### config.mk
export PLATFORM = sky130hd
export DESIGN_NAME = gemmm2s_v3
export DESIGN_NICKNAME = d
export VERILOG_FILES = /design/src/rtl/gemmm2s_pkg.sv /design/src/rtl/skid_buffer.sv /design/src/rtl/gemmm2s_v3.sv
export SDC_FILE = /design/constraint.sdc
export NUM_CORES = 1
export LEC_CHECK = 0
export ABC_AREA = 1
export CORE_MARGIN = 5
export CORE_UTILIZATION = 33
export DETAILED_ROUTE_END_ITERATION = 8
export PLACE_DENSITY = 0.78
export SLEW_MARGIN = 20
export SYNTH_ARGS = -nofsm -noshare
export SYNTH_HDL_FRONTEND = slang
export SYNTH_SLANG_ARGS = --single-unit
### constraint.sdc
create_clock -name clk -period 1.57 [get_ports clk]
set_input_delay 0.314 -clock clk [delete_from_list [all_inputs] [get_ports clk]]
set_output_delay 0.314 -clock clk [all_outputs]
set_load 0.005 [all_outputs]
### src/rtl/gemmm2s_pkg.sv
// Shared types and constants for the AXI write-to-stream bridge.
// Holds the FSM state encoding, AXI BRESP/AWBURST codes and the destination-width helper.
package gemmm2s_pkg;

    typedef enum logic [1:0] {
        ST_IDLE  = 2'd0,
        ST_BURST = 2'd1,
        ST_DRAIN = 2'd2,
        ST_RESP  = 2'd3
    } state_t;

    localparam logic [1:0] BRESP_OKAY    = 2'b00;
    localparam logic [1:0] BRESP_SLVERR  = 2'b10;

    localparam logic [1:0] AWBURST_FIXED = 2'b00;
    localparam logic [1:0] AWBURST_INCR  = 2'b01;
    localparam logic [1:0] AWBURST_WRAP  = 2'b10;

    // A single destination still needs a 1-bit tdest port.
    function automatic int dest_width(input int num_chan);
        return (num_chan > 1) ? $clog2(num_chan) : 1;
    endfunction

endpackage

### src/rtl/skid_buffer.sv
// Two-entry skid buffer: registered valid/data/ready outputs, full throughput, one cycle latency.
// Ready is low during reset.
module skid_buffer #(
    parameter int WORD_WIDTH = 8
) (
    input  logic                  clk,
    input  logic                  reset,
    input  logic [WORD_WIDTH-1:0] s_data,
    input  logic                  s_valid,
    output logic                  s_ready,
    output logic [WORD_WIDTH-1:0] m_data,
    output logic                  m_valid,
    input  logic                  m_ready
);

    logic [WORD_WIDTH-1:0] out_data_reg;
    logic [WORD_WIDTH-1:0] skid_data_reg;
    logic                  out_valid_reg;
    logic                  skid_valid_reg;
    logic                  s_ready_reg;
    logic                  in_fire;
    logic                  out_free;

    assign in_fire  = s_valid && s_ready_reg;
    assign out_free = !out_valid_reg || m_ready;

    always_ff @(posedge clk or posedge reset) begin
        if (reset) begin
            out_data_reg   <= '0;
            skid_data_reg  <= '0;
            out_valid_reg  <= 1'b0;
            skid_valid_reg <= 1'b0;
            s_ready_reg    <= 1'b0;
        end else begin
            if (out_free) begin
                // The skid entry, when full, is always older than any new input.
                if (skid_valid_reg) begin
                    out_data_reg   <= skid_data_reg;
                    out_valid_reg  <= 1'b1;
                    skid_valid_reg <= 1'b0;
                end else begin
                    out_valid_reg <= in_fire;
                    if (in_fire) begin
                        out_data_reg <= s_data;
                    end
                end
                s_ready_reg <= 1'b1;
            end else begin
                if (in_fire) begin
                    skid_data_reg  <= s_data;
                    skid_valid_reg <= 1'b1;
                end
                s_ready_reg <= !(skid_valid_reg || in_fire);
            end
        end
    end

    assign s_ready = s_ready_reg;
    assign m_data  = out_data_reg;
    assign m_valid = out_valid_reg;

endmodule

### src/rtl/gemmm2s_v3.sv
// AXI4 write-burst slave that forwards W beats onto an AXI-Stream master, one burst at a time.
// Optional GEMMM2S_SKID_EN registers all four channels through skid buffers.
module gemmm2s_v3
    import gemmm2s_pkg::*;
#(
    parameter int C_AXI_ID_WIDTH   = 1,
    parameter int C_AXI_DATA_WIDTH = 32,
    parameter int C_AXI_ADDR_WIDTH = 13,
    parameter int C_NUM_CHAN       = 4,
    parameter int C_DEST_WIDTH     = dest_width(C_NUM_CHAN)
) (
    input  logic                        clk,
    input  logic                        reset,
    input  logic [C_AXI_ID_WIDTH-1:0]   s_axi_awid,
    input  logic [C_AXI_ADDR_WIDTH-1:0] s_axi_awaddr,
    input  logic [7:0]                  s_axi_awlen,
    input  logic [2:0]                  s_axi_awsize,
    input  logic [1:0]                  s_axi_awburst,
    input  logic                        s_axi_awvalid,
    output logic                        s_axi_awready,
    input  logic [C_AXI_DATA_WIDTH-1:0] s_axi_wdata,
    input  logic                        s_axi_wlast,
    input  logic                        s_axi_wvalid,
    output logic                        s_axi_wready,
    output logic [C_AXI_ID_WIDTH-1:0]   s_axi_bid,
    output logic [1:0]                  s_axi_bresp,
    output logic                        s_axi_bvalid,
    input  logic                        s_axi_bready,
    output logic [C_AXI_DATA_WIDTH-1:0] m_axis_tdata,
    output logic                        m_axis_tlast,
    output logic [C_DEST_WIDTH-1:0]     m_axis_tdest,
    output logic                        m_axis_tvalid,
    input  logic                        m_axis_tready
);

    localparam logic [2:0] SIZE_LOG2 = 3'($clog2(C_AXI_DATA_WIDTH / 8));

    // Core-side channel signals (either wired straight to ports or through skid buffers)
    logic [C_AXI_ID_WIDTH-1:0]   aw_id;
    logic [C_AXI_ADDR_WIDTH-1:0] aw_addr;
    logic [7:0]                  aw_len;
    logic [2:0]                  aw_size;
    logic [1:0]                  aw_burst;
    logic                        aw_valid, aw_ready;
    logic [C_AXI_DATA_WIDTH-1:0] w_data;
    logic                        w_last, w_valid, w_ready;
    logic [C_AXI_ID_WIDTH-1:0]   b_id;
    logic [1:0]                  b_resp;
    logic                        b_valid, b_ready;
    logic [C_AXI_DATA_WIDTH-1:0] t_data;
    logic                        t_last, t_valid, t_ready;
    logic [C_DEST_WIDTH-1:0]     t_dest;
    logic [C_DEST_WIDTH-1:0]     aw_dest;

    state_t                      state_reg, state_next;
    logic                        err_reg, err_next;
    logic [7:0]                  cnt_reg, cnt_next;
    logic [7:0]                  len_reg, len_next;
    logic [C_AXI_ID_WIDTH-1:0]   bid_reg, bid_next;
    logic [C_DEST_WIDTH-1:0]     dest_reg, dest_next;
    logic                        at_len;

    generate
        if (C_NUM_CHAN > 1) begin : g_dest
            assign aw_dest = aw_addr[C_AXI_ADDR_WIDTH-1 -: C_DEST_WIDTH];
        end else begin : g_dest_zero
            assign aw_dest = '0;
        end
    endgenerate

    assign at_len = (cnt_reg == len_reg);

    always_ff @(posedge clk or posedge reset) begin
        if (reset) begin
            state_reg <= ST_IDLE;
            err_reg   <= 1'b0;
            cnt_reg   <= '0;
            len_reg   <= '0;
            bid_reg   <= '0;
            dest_reg  <= '0;
        end else begin
            state_reg <= state_next;
            err_reg   <= err_next;
            cnt_reg   <= cnt_next;
            len_reg   <= len_next;
            bid_reg   <= bid_next;
            dest_reg  <= dest_next;
        end
    end

    always_comb begin
        state_next = state_reg;
        err_next   = err_reg;
        cnt_next   = cnt_reg;
        len_next   = len_reg;
        bid_next   = bid_reg;
        dest_next  = dest_reg;
        aw_ready   = 1'b0;
        w_ready    = 1'b0;
        t_valid    = 1'b0;
        t_data     = '0;
        t_last     = 1'b0;
        b_valid    = 1'b0;
        b_resp     = BRESP_OKAY;
        case (state_reg)
            ST_IDLE: begin
                aw_ready = !reset;
                if (aw_valid && !reset) begin
                    bid_next  = aw_id;
                    dest_next = aw_dest;
                    len_next  = aw_len;
                    cnt_next  = '0;
                    // Unsupported burst shapes are swallowed and answered with SLVERR.
                    if (aw_burst != AWBURST_INCR || aw_size != SIZE_LOG2) begin
                        err_next   = 1'b1;
                        state_next = ST_DRAIN;
                    end else begin
                        err_next   = 1'b0;
                        state_next = ST_BURST;
                    end
                end
            end
            ST_BURST: begin
                t_valid = w_valid;
                t_data  = w_data;
                t_last  = w_last || at_len;
                w_ready = t_ready;
                if (w_valid && t_ready) begin
                    cnt_next = cnt_reg + 8'd1;
                    if (w_last != at_len) begin
                        err_next = 1'b1;
                    end
                    if (w_last) begin
                        state_next = ST_RESP;
                    end else if (at_len) begin
                        state_next = ST_DRAIN;
                    end
                end
            end
            ST_DRAIN: begin
                w_ready = 1'b1;
                if (w_valid && w_last) begin
                    state_next = ST_RESP;
                end
            end
            ST_RESP: begin
                b_valid = 1'b1;
                b_resp  = err_reg ? BRESP_SLVERR : BRESP_OKAY;
                if (b_ready) begin
                    state_next = ST_IDLE;
                end
            end
            default: state_next = ST_IDLE;
        endcase
    end

    assign b_id   = bid_reg;
    assign t_dest = dest_reg;

`ifdef GEMMM2S_SKID_EN
    localparam int AW_W = C_AXI_ID_WIDTH + C_AXI_ADDR_WIDTH + 8 + 3 + 2;
    localparam int W_W  = C_AXI_DATA_WIDTH + 1;
    localparam int B_W  = C_AXI_ID_WIDTH + 2;
    localparam int T_W  = C_AXI_DATA_WIDTH + 1 + C_DEST_WIDTH;

    skid_buffer #(.WORD_WIDTH(AW_W)) u_aw_skid (
        .clk     (clk),
        .reset   (reset),
        .s_data  ({s_axi_awid, s_axi_awaddr, s_axi_awlen, s_axi_awsize, s_axi_awburst}),
        .s_valid (s_axi_awvalid),
        .s_ready (s_axi_awready),
        .m_data  ({aw_id, aw_addr, aw_len, aw_size, aw_burst}),
        .m_valid (aw_valid),
        .m_ready (aw_ready)
    );

    skid_buffer #(.WORD_WIDTH(W_W)) u_w_skid (
        .clk     (clk),
        .reset   (reset),
        .s_data  ({s_axi_wdata, s_axi_wlast}),
        .s_valid (s_axi_wvalid),
        .s_ready (s_axi_wready),
        .m_data  ({w_data, w_last}),
        .m_valid (w_valid),
        .m_ready (w_ready)
    );

    skid_buffer #(.WORD_WIDTH(B_W)) u_b_skid (
        .clk     (clk),
        .reset   (reset),
        .s_data  ({b_id, b_resp}),
        .s_valid (b_valid),
        .s_ready (b_ready),
        .m_data  ({s_axi_bid, s_axi_bresp}),
        .m_valid (s_axi_bvalid),
        .m_ready (s_axi_bready)
    );

    skid_buffer #(.WORD_WIDTH(T_W)) u_t_skid (
        .clk     (clk),
        .reset   (reset),
        .s_data  ({t_data, t_last, t_dest}),
        .s_valid (t_valid),
        .s_ready (t_ready),
        .m_data  ({m_axis_tdata, m_axis_tlast, m_axis_tdest}),
        .m_valid (m_axis_tvalid),
        .m_ready (m_axis_tready)
    );
`else
    assign aw_id         = s_axi_awid;
    assign aw_addr       = s_axi_awaddr;
    assign aw_len        = s_axi_awlen;
    assign aw_size       = s_axi_awsize;
    assign aw_burst      = s_axi_awburst;
    assign aw_valid      = s_axi_awvalid;
    assign s_axi_awready = aw_ready;
    assign w_data        = s_axi_wdata;
    assign w_last        = s_axi_wlast;
    assign w_valid       = s_axi_wvalid;
    assign s_axi_wready  = w_ready;
    assign s_axi_bid     = b_id;
    assign s_axi_bresp   = b_resp;
    assign s_axi_bvalid  = b_valid;
    assign b_ready       = s_axi_bready;
    assign m_axis_tdata  = t_data;
    assign m_axis_tlast  = t_last;
    assign m_axis_tdest  = t_dest;
    assign m_axis_tvalid = t_valid;
    assign t_ready       = m_axis_tready;
`endif

endmodule

==> metrics.md <==
| Metric | Value |
|---|---|
| Layout Utilization | `0.7695` |
| Placer Congestion | `0.8178` |
| Antenna violations before repair | `0` |
| Port bufs | `95` |
| Drt total wl | `8.478 mm` |
| RSZ-0062 raised after global routing | `yes` |
| Crit share post-route | `1.280` |
| Vias in the first global route | `2097` |
| YS warnings | `0` |
| Die Span Y | `80.40 um` |
| Area growth syn-to-layout | `123.7%` |
| Initial core utilization | `0.3439` |
| Worst Path Arrival | `1.70 ns` |
| # hold bufs at CTS | `0` |
| CTS max path bufs | `2` |
| Worst-case reg-to-reg path depth | `11` |
| Largest area contributor in the netlist | `dfrtp_1` |
| Tmin final | `2.010 ns` |
| Main flop type after synthesis | `dfrtp_1` |
| Reg2reg end | `state_reg[1]` |
| Total CTS buffers | `3` |
| Unique masters post-synth | `24` |
| CP endpoint kind | `output port` |
| RR Startpoint | `cnt_reg[0]` |
| Post-Syn Area | `1635 um^2` |
| Final setup viols | `58` |
| Setup TNS | `-11.41 ns` |
| Global route overflow | `0` |
| Post-Syn Area per Cell | `6.413 um^2` |
| Fillcell total | `300` |
| Register area share after synthesis | `0.3366` |
| Final max-slew violation count | `0` |
| Clk sinks | `22` |
| Setup ws final | `-0.4398 ns` |
| DP HPWL | `4.238 mm` |
| CTS clk-pin slew, worst paths | `0.09 ns` |
| Worst Hold Class | `input pin to asynchronous set/reset pin` |
| Io pins | `108` |
| Fraction of layout cells with a size suffix above 1 | `0.4875` |
| Placement Setup Slack | `-0.5201 ns` |
| Area share of the largest cell type after synthesis | `0.3366` |
| Core Area | `4755 um^2` |
| First-pass DRT Iterations | `6` |
| Synth area leaders | `dfrtp_1 34%, nand2_1 24%, inv_1 11%, ha_1 5.4%, nand3_1 2.4%` |
| GRT Util Overall | `0.1939` |
| Violated checks | `setup timing` |
| WL/cell | `18.15 um` |
| CTS HTree Levels | `1` |
| Flops & latches, synth | `22` |
| Cell row count | `25` |
| Static leakage | `0.002044 uW` |
| Peak VDD IR | `867.5 uV` |
| Min Hold Slack | `0.3341 ns` |
| Dpl cell area | `2821 um^2` |
| Data required time of the critical path | `1.26 ns` |
| Post-synth EDFFs | `0` |
| ANT cells | `0` |
| Endpoints failing hold | `0` |
| Cell area after layout | `3659 um^2` |
| Startpoint types | `flop` |
| Fmax | `0.4976 GHz` |
| Status | `finished, violations left` |
| Chip width | `80.40 um` |
| Kind of critical path | `flop to output port` |
| ANT nets after route | `0` |
| DR vias/cell | `4.994` |
| Max FO, Critical Path | `2` |
| Max-cap viol count | `0` |
| Clock Root Buffer | `clkbuf_8` |
| CTS tree | `built` |
| Via count | `2332` |
| Synth Net Count | `328` |
| Worst-Skew Late Latency | `0.28 ns` |
| Fin nets | `474` |
| Initial drt markers | `224` |
| # DRC | `0` |
| Layout Skew | `0.005449 ns` |
| Power per standard cell area | `1376 nW/um^2` |
| Largest net degree at the start of global routing | `22` |
| Cells after Synth | `255` |
| First-pass GRT wire length | `9.749 mm` |
| Reg2Reg Setup Slack | `-0.42 ns` |
| Die area | `6463 um^2` |
| Synth async-reset ratio | `1.000` |
[Yosys cell counts, types with 4 or more instances]
library cell / n
nand2_1: 105
inv_1: 50
dfrtp_1: 22
nor2_1: 10
nand3_1: 8
a21oi_1: 7
ha_1: 7
inv_2: 4
nand2_2: 4
o21ai_0: 4
xnor2_1: 4
xor2_1: 4
[critical path, stage by stage, from the launching register on]
cell and delay (ns):
dfrtp_1 0.39, xor2_1 0.18, nor3_2 0.29, nand2_1 0.15, ha_2 0.22, nor2_1 0.07
buf_2 0.11
[worst max-delay path by stage]
stage | from | to | slack, ns | depth (start not counted)
6_report | cnt_reg[0] | m_axis_tlast | -0.44 | 6
5_1_grt | len_reg[4] | m_axis_tlast | -0.55 | 7
4_1_cts | cnt_reg[3] | m_axis_tlast | -0.38 | 7
3_5_place_dp | len_reg[4] | m_axis_tlast | -0.52 | 7
3_3_place_gp | len_reg[4] | m_axis_tlast | -0.51 | 7
2_1_floorplan | state_reg[1] | m_axis_tdata[0] | 0.1 | 6
[routing by layer]
layer | track usage | wire length (um) | vias up
met2 | 0.3510 | 4548 | 142
met1 | 0.2262 | 2878 | 1098
met4 | 0.06588 | 506 | 0
met5 | 0 | 0 | -
li1 | - | - | 1040
met3 | 0.03700 | 544 | 52
[cell type report]
class	count	area, um^2	share of cell area
clock buffers	3	41.29	0.01129
clock inverters	1	30.03	0.008208
inverters	54	210.2	0.05746
multi-input cells	172	1215	0.3321
flip-flops and latches	22	550.5	0.1505
well taps	67	83.83	0.02291
repair buffers	148	1528	0.4176
[per-stage QoR]
| stage | total power, uW | instances |
|---|---|---|
| after CTS | 4169 | 459 |
| final | 5033 | 467 |
| after detailed placement | 2881 | 433 |
| after global placement | 2821 | 433 |
| after floorplan | 1859 | 255 |
| after global routing | 5264 | 467 |
[power by group]
part | total (uW) | switching, uW | internal, uW | leakage (uW)
clock network | 562 | 220 | 342 | 0.0000357
registers | 878 | 131 | 747 | 0.000282
logic | 3590 | 1730 | 1860 | 0.00173
total | 5030 | 2080 | 2950 | 0.00204
[placed cells by master, fill, tap and decap left out, drive strengths merged, types with 3 or more instances in the layout]
master / instances
clkbuf: 3
ha: 7
nor3: 3
buf: 91
inv: 54
nand2: 109
o21ai: 7
xnor2: 4
nor2: 15
xor2: 4
dfrtp: 22
nand3: 10
a21oi: 7
nand4: 3
clkdlybuf4s50: 57
[repair_timing]
item,in CTS,in global routing
resized for setup,241,95
setup buffers,20,12
pin swaps,13,24
setup endpoints to repair,46,49
gates cloned,3,0
[logic make-up (layout without fill, tap and decap cells)]
kind of cell / count (synthesis) / after routing / synth area share
AOI/OAI and AO/OA: 15 / 15 / 0.04743
and+or+nand+nor: 140 / 141 / 0.3680
xor gates and xnor gates: 8 / 8 / 0.04284
DFF: 22 / 22 / 0.3367
buffers and inverters: 62 / 206 / 0.1492
adders and majority gates: 7 / 7 / 0.05356
other: 1 / 1 / 0.002293
(Power assumes the default switching activity.)
